## src/rtl/fifo_access_arbiter_pkg.sv

```systemverilog
// Shared types and constants for the FIFO access arbiter.
package fifo_arb_pkg;

  localparam int FIFO_DEPTH = 16;
  localparam int FIFO_DW    = 8;
  localparam int CNT_W      = 4;

  typedef enum logic [1:0] {
    OP_NONE,
    OP_WR,
    OP_RD
  } op_t;

endpackage

```

## src/rtl/fifo_access_arbiter_rr_arbiter.sv

```systemverilog
// Combinational round-robin picker: first requester at or after ptr_i, wrapping modulo N.
module rr_arbiter #(
  parameter int N  = 4,
  parameter int PW = (N > 1) ? $clog2(N) : 1
) (
  input  logic [N-1:0]  req_i,
  input  logic [PW-1:0] ptr_i,
  output logic [N-1:0]  gnt_o
);

  logic [PW:0]   sum;
  logic [PW-1:0] idx;
  logic          found;

  always_comb begin
    gnt_o = '0;
    found = 1'b0;
    sum   = '0;
    idx   = '0;
    for (int i = 0; i < N; i++) begin
      sum = {1'b0, ptr_i} + (PW+1)'(i);
      if (sum >= (PW+1)'(N)) sum = sum - (PW+1)'(N);
      idx = sum[PW-1:0];
      if (!found && req_i[idx]) begin
        gnt_o[idx] = 1'b1;
        found      = 1'b1;
      end
    end
  end

endmodule

```

## src/rtl/fifo_access_arbiter.sv

```systemverilog
// Shares a single-op-per-cycle FIFO port between NUM_WR round-robin writers and one reader.
// Define FIFO_ARB_STARVE_GUARD_EN to force a read after STARVE_LIMIT consecutive contended writes.
module fifo_access_arbiter
  import fifo_arb_pkg::*;
#(
  parameter int NUM_WR       = 4,
  parameter int DW           = FIFO_DW,
  parameter int STARVE_LIMIT = 4
) (
  input  logic                 clk,
  input  logic                 rst,
  input  logic [NUM_WR-1:0]    wr_req_i,
  input  logic [NUM_WR*DW-1:0] wr_data_i,
  output logic [NUM_WR-1:0]    wr_gnt_o,
  input  logic                 rd_req_i,
  output logic                 rd_gnt_o,
  output logic                 rd_valid_o,
  output logic [DW-1:0]        rd_data_o,
  output logic                 fifo_wr_o,
  output logic                 fifo_rd_o,
  output logic [DW-1:0]        fifo_din_o,
  input  logic [DW-1:0]        fifo_dout_i,
  input  logic                 fifo_full_i,
  input  logic                 fifo_empty_i
);

  localparam int PW = $clog2(NUM_WR);

  if (NUM_WR < 2 || NUM_WR > 8 || STARVE_LIMIT < 1 || STARVE_LIMIT > 15) begin : g_bad_param
    $error("fifo_access_arbiter: NUM_WR or STARVE_LIMIT out of range");
  end

  logic [PW-1:0]     rr_ptr_q, rr_ptr_d;
  logic              rd_valid_q, rd_valid_d;
  logic [NUM_WR-1:0] rr_gnt;
  logic              wr_elig, rd_elig, rd_first;
  op_t               op;

  rr_arbiter #(
    .N  (NUM_WR),
    .PW (PW)
  ) u_rr (
    .req_i (wr_req_i),
    .ptr_i (rr_ptr_q),
    .gnt_o (rr_gnt)
  );

  assign wr_elig = (|wr_req_i) && !fifo_full_i;
  assign rd_elig = rd_req_i && !fifo_empty_i;

`ifdef FIFO_ARB_STARVE_GUARD_EN
  logic [CNT_W-1:0] starve_cnt_q, starve_cnt_d;

  assign rd_first = rd_elig && (starve_cnt_q == CNT_W'(STARVE_LIMIT));

  // Counts only writes that actually held off an eligible read.
  always_comb begin
    starve_cnt_d = starve_cnt_q;
    if (!rd_elig || op == OP_RD) starve_cnt_d = '0;
    else if (op == OP_WR)        starve_cnt_d = starve_cnt_q + 1'b1;
  end

  always_ff @(posedge clk) begin
    if (rst) starve_cnt_q <= '0;
    else     starve_cnt_q <= starve_cnt_d;
  end
`else
  assign rd_first = 1'b0;
`endif

  always_comb begin
    op = OP_NONE;
    if (!rst) begin
      if (wr_elig && !rd_first) op = OP_WR;
      else if (rd_elig)         op = OP_RD;
    end
  end

  always_comb begin
    wr_gnt_o   = '0;
    fifo_din_o = '0;
    rr_ptr_d   = rr_ptr_q;
    if (op == OP_WR) begin
      wr_gnt_o = rr_gnt;
      for (int k = 0; k < NUM_WR; k++) begin
        if (rr_gnt[k]) begin
          fifo_din_o = wr_data_i[k*DW +: DW];
          rr_ptr_d   = (k == NUM_WR-1) ? '0 : PW'(k + 1);
        end
      end
    end
  end

  assign fifo_wr_o  = (op == OP_WR);
  assign fifo_rd_o  = (op == OP_RD);
  assign rd_gnt_o   = fifo_rd_o;
  assign rd_valid_d = fifo_rd_o;

  always_ff @(posedge clk) begin
    if (rst) begin
      rr_ptr_q   <= '0;
      rd_valid_q <= 1'b0;
    end else begin
      rr_ptr_q   <= rr_ptr_d;
      rd_valid_q <= rd_valid_d;
    end
  end

  assign rd_valid_o = rd_valid_q;
  assign rd_data_o  = rd_valid_q ? fifo_dout_i : '0;

endmodule

```

## config.mk

```make
export PLATFORM = sky130hd
export DESIGN_NAME = fifo_access_arbiter
export DESIGN_NICKNAME = d
export VERILOG_FILES = /design/src/rtl/fifo_access_arbiter_pkg.sv /design/src/rtl/fifo_access_arbiter_rr_arbiter.sv /design/src/rtl/fifo_access_arbiter.sv
export SDC_FILE = /design/constraint.sdc
export NUM_CORES = 1
export LEC_CHECK = 0
export ABC_AREA = 1
export BUFFER_PORTS_ARGS = -buffer_cell sky130_fd_sc_hd__buf_2
export CORE_AREA = 10 10 61 63
export CTS_BUF_LIST = sky130_fd_sc_hd__clkbuf_4
export DETAILED_ROUTE_END_ITERATION = 12
export DIE_AREA = 0 0 71 73
export GPL_ROUTABILITY_DRIVEN = 0
export PLACE_DENSITY_LB_ADDON = 0.12
export SETUP_SLACK_MARGIN = 0.5
export SYNTH_ARGS = -nofsm -noshare
export SYNTH_HDL_FRONTEND = slang
export SYNTH_SLANG_ARGS = --single-unit
```

## constraint.sdc

```tcl
create_clock -name clk -period 5.9 [get_ports clk]
set_clock_uncertainty 0.05 [all_clocks]
set_input_delay 0.885 -clock clk [delete_from_list [all_inputs] [get_ports clk]]
set_output_delay 0.885 -clock clk [all_outputs]
set_load 0.03 [all_outputs]
```

### Yosys cells after proc, flatten, opt, wreduce, memory -nomap -nowiden

Index checks and enable logic that the tools add are counted.

* input bits: 49
* output and inout port bits: 24
* register bits: 3

* multiplexer cells: 41
* $add $sub $neg: 7
* bitwise gates (word level): 3
* magnitude comparators: 12
* eq/ne operators: 2
* reductions and logical operators: 17

Operators with widths (count)
* two-way mux 8 bit: 6
* two-way mux 2 bit: 11
* two-way mux 4 bit: 5
* less-than comparator 2 x 3 -> 1 bit, second input constant: 4
* OR 4 bit: 3
* two-way mux 1 bit: 11
* greater-or-equal comparator 3 bit, second input constant: 3
* logical AND 1 bit: 9
* binary-select mux 1 bit (select 2 bit): 4
* demux 1 bit (select 2 bit): 4
* greater-or-equal comparator 2 x 1 -> 1 bit, second input constant: 4
* subtractor 2 x 1 -> 2 bit, second input constant: 4
* adder 2 x 2 -> 3 bit, second input constant: 2
* zero test 1 bit: 5
* nonzero test 4 bit: 1
* OR reduction 4 bit: 1
* adder 2 x 1 -> 3 bit, second input constant: 1
* greater-or-equal comparator 2 x 3 -> 1 bit, second input constant: 1
* == test 2 x 1 -> 1 bit, second input constant: 1
* == test 2 bit, second input constant: 1
* AND reduction 2 bit: 1

### Longest topological paths before layout

* depth in word-level cells: 19
* mapped depth: 15
* gate-level depth less buffers: 14

### By module

From an unflattened synthesis, not the netlist that was laid out.

* cell total of the unflattened synthesis: 185
* area total of the unflattened synthesis: 962.2 um^2

By module, submodules not included
* fifo_access_arbiter: area each 565.5 um^2, times used 1, cells an instance 112
* rr_arbiter: area each 396.6 um^2, times used 1, cells an instance 73

### Worst setup path after synthesis

No wires, ideal clock.

* kind: input -> output
* start point: input port wr_req_i[3]
* end point: output port fifo_din_o[0]
* stages on the path: 7
* required time: 4.965 ns
* setup slack: 2.587 ns
* path buffers: 0
* data arrival time: 2.378 ns
* cells stage by stage: inv_1 -> a41o_1 -> nor2_2 -> inv_1 -> a21oi_4 -> nand2_1 -> nand2_1

RTL lines
* start: declaration: line fifo_access_arbiter.sv:12 `input logic [NUM_WR-1:0] wr_req_i,`
* OR reduction 4 bit: line fifo_access_arbiter.sv:48 `assign wr_elig = (|wr_req_i) && !fifo_full_i;`
* logical AND 1 bit: line fifo_access_arbiter.sv:48
* two-way mux 2 bit: line fifo_access_arbiter.sv:74 `if (wr_elig && !rd_first) op = OP_WR;`
* two-way mux 2 bit: line fifo_access_arbiter.sv:73 `if (!rst) begin`
* == test 2 x 1 -> 1 bit
* net fifo_wr_o: line fifo_access_arbiter.sv:19 `output logic fifo_wr_o,`
* two-way mux 8 bit: line fifo_access_arbiter.sv:83 `if (op == OP_WR) begin`
* end: declaration: line fifo_access_arbiter.sv:21 `output logic [DW-1:0] fifo_din_o,`

The timed path passes the listed nets, and every way through them passes these cells. The select of a mux whose other input is x is not followed.

### Worst setup path in the final report

* start point: register rr_ptr_q[0]
* end point: output port fifo_din_o[7]

* longest elaborated chain between the ends: 19

RTL lines
* start: declaration: line fifo_access_arbiter.sv:33 `logic [PW-1:0] rr_ptr_q, rr_ptr_d;`
* start signal: assignment: line fifo_access_arbiter.sv:104 `rr_ptr_q <= rr_ptr_d;`
* branches (longest 13 deep; another with adder 2 x 1 -> 3 bit)
* two-way mux 4 bit *: line fifo_access_arbiter_rr_arbiter.sv:24 `if (!found && req_i[idx]) begin`
* two-way mux 8 bit (3 in a row): line fifo_access_arbiter.sv:86 `if (rr_gnt[k]) begin`
* two-way mux 8 bit *: line fifo_access_arbiter.sv:86
* two-way mux 8 bit *: line fifo_access_arbiter.sv:83

Mark *: on every way between the ends. The select of a mux whose other input is x is not followed.

==> impl_metrics.json <==
{
  "reg2reg_depth": 14,
  "grt_pass1_wl_um": 5840,
  "preCtsSetupSlack_ns": 2.55,
  "core_sq_um": 2620,
  "finalCritPeriodShare_pct": 60.5,
  "crit_path_start": "rr_ptr_q[0]",
  "fp.dieH_um": 73,
  "pin_count": 73,
  "avgViaCountPerCell": 4.80,
  "hp-class": "flop to flop",
  "setup_ws_ns": 2.33,
  "cp-start-kind": "flop",
  "status": "finished, final reports clean",
  "detailedRoute.firstPassIterationCount": 5,
  "worstSetupPathType": "flop to primary output",
  "row_count": 19,
  "syn_area_sq_um": 1170,
  "ant_nets": 0,
  "clock_latency_ns": 0.24,
  "antenna_cells": 0,
  "hold_slack_ns": 0.561,
  "grt_pass1_vias": 1301,
  "reg2reg_from": "rr_ptr_q[0]",
  "slew_headroom_pct": 69.3,
  "leakage_nw": 0.970,
  "dieArea_sq_um": 5180,
  "cts_resized": 0,
  "cts_made_buffers": 3,
  "max_freq_mhz": 280,
  "synthCells": 176,
  "synth-seq-cells": 3,
  "syn_avg_cell_area_sq_um": 6.65,
  "vdd_drop_max_v": 0.000289,
  "dp_hpwl_um": 3090,
  "drtIter0Drc": 47,
  "initial_utilization_pct": 44.7,
  "fin_tns_setup_ns": 0,
  "rsz0062_at_grt": "no",
  "grt-ovfl-total": 0,
  "htreeDepth": 1,
  "gr-usage-all-layers_pct": 13.1,
  "worstMarginPinSlew_ns": 0.459,
  "cts_hold_buf": 0,
  "grt_max_degree": 13,
  "r2r_slack_ns": 3.54,
  "wl_per_cell_um": 12.5,
  "vias": 1343,
  "antenna_found_initial": 0,
  "clk_pin_slew_ns": 0.04,
  "setup_violations": 0,
  "power.total_uw": 702,
  "hold_viol": 0,
  "max_cap_viol_count": 0,
  "yosys.cell_types.count": 28,
  "power_per_cell_area_nw_per_um2": 445,
  "port-buffer-count": 72,
  "cts_tree": "done",
  "drive_above_1_share_pct": 51.4,
  "routed_wirelength_um": 3500,
  "yosysSeqAreaShare_pct": 5.13,
  "rr_endpoint": "rr_ptr_q[0]",
  "clock-sinks": 3,
  "root_buffer": "clkbuf_4",
  "die_x_um": 71,
  "drc": 0,
  "period_minus_slack_ns": 3.57,
  "area_delta_synth_final_pct": 34.8,
  "synth_nets": 231,
  "clock_path_buffers": 2,
  "crit_arrival_ns": 2.63,
  "yosys_warnings": 0,
  "cts_setup_buffers": 0,
  "cp-end-kind": "primary output",
  "worstPathRequired_ns": 4.97,
  "slew_violations": 0,
  "n_fill_cell": 275,
  "critPathMaxFanout": 12,
  "num-nets-final": 305,
  "critical_path.endpoint": "fifo_din_o[7]"
}
[power by group]
group	switching [mW]	total, mW	leakage (nW)	internal, mW
combinational	0.421	0.621	0.927	0.200
clock	0.0122	0.0422	0.0184	0.0300
sequential	0.0142	0.0393	0.0245	0.0251
total	0.447	0.702	0.970	0.255
[synthesized netlist by cell type, drive strengths merged]
library cell / n / area (sq um)
clkinv: 3 / 11.3
nor2: 24 / 155
buf: 2 / 18.8
a21oi: 3 / 33.8
nand3: 26 / 213
dfxtp: 3 / 60.1
a41o: 1 / 10.0
o211ai: 8 / 100
nand2: 72 / 350
a31oi: 2 / 12.5
inv: 21 / 88.8
and3: 2 / 12.5
ha: 6 / 75.1
o21ai: 1 / 5.00
nand3b: 1 / 20.0
clkbuf: 1 / 3.75
[sequential cells by signal, summed over array words and instances (netlist names)]
register	cells
rr_ptr_q	2
rd_valid_o	1
[area by class of cell]
| cell class | instances | area (sq um) | area share [%] |
|---|---|---|---|
| clock buffers | 4 | 30.0 | 1.90 |
| inverters | 24 | 100 | 6.35 |
| multi-input cells | 146 | 987 | 62.6 |
| flip-flops and latches | 3 | 60.1 | 3.81 |
| well taps | 31 | 38.8 | 2.46 |
| repair buffers | 72 | 360 | 22.9 |
[per-layer routing]
metal | track usage, % | vias to the layer above | wire length [um]
li1 | - | 709 | -
met1 | 13.8 | 572 | 1460
met2 | 24.9 | 54 | 1710
met3 | 3.13 | 8 | 267
met4 | 3.87 | 0 | 57
met5 | 0 | - | 0
[kinds of logic (layout without fill, tap and decap cells)]
group           count (synthesis)  count (layout)  synth area share [%]
fa+ha+maj                       6               6                  6.42
buf+inv                        27             100                  10.5
simple gates                  125             125                  64.2
flops                           3               3                  5.13
compound gates                 15              15                  13.8
[worst min path at each step]
| stage | end | cells past startpoint | slack, ns | from |
|---|---|---|---|---|
| 2_1_floorplan | rr_ptr_q[1] | 2 | 0.50 | rr_ptr_q[1] |
| 3_3_place_gp | rr_ptr_q[1] | 2 | 0.56 | rr_ptr_q[1] |
| 3_5_place_dp | rr_ptr_q[1] | 2 | 0.56 | rr_ptr_q[1] |
| 4_1_cts | rr_ptr_q[1] | 2 | 0.56 | rr_ptr_q[1] |
| 5_1_grt | rr_ptr_q[1] | 2 | 0.60 | rr_ptr_q[1] |
| 6_report | rr_ptr_q[1] | 2 | 0.56 | rr_ptr_q[1] |
[critical path: stages (launching register included)]
cell and delay (ns):
dfxtp_1 0.60, inv_4 0.12, ha_1 0.36, inv_1 0.08
nand3_1 0.10, nand2_2 0.09, nand2_8 0.10, nor2_8 0.05
nand2_2 0.11, nand3b_4 0.10, nor2_4 0.15, inv_4 0.09
nor2_2 0.10, o211ai_2 0.08, nand2_1 0.06, buf_2 0.19
[through the flow]
stage / cells / utilization, % / area, sq um
floorplan: 176 / - / 1170
global placement: 276 / 59.1 / 1550
detailed placement: 276 / 59.1 / 1550
CTS: 280 / 60.3 / 1580
global route: 280 / 60.3 / 1580
finish: 280 / 60.3 / 1580
[cell usage in the layout, fill, tap and decap left out]
cell       n
inv_1     16
o211ai_2   8
a21oi_2    2
a41o_1     1
buf_2     72
inv_4      4
nand2_1   59
nand2_2    7
inv_2      1
a21oi_4    1
nor2_8     2
nand2_4    4
nand3_4    5
dfxtp_1    3
nor2_1    11
clkinv_1   3
and3_1     2
nor2_2    10
nand3_1   17
nand3_2    4
nand3b_4   1
nor2_4     1
nand2_8    2
o21ai_0    1
clkbuf_4   4
ha_1       6
a31oi_1    2
Note: power is estimated with default switching activity, not from simulation.
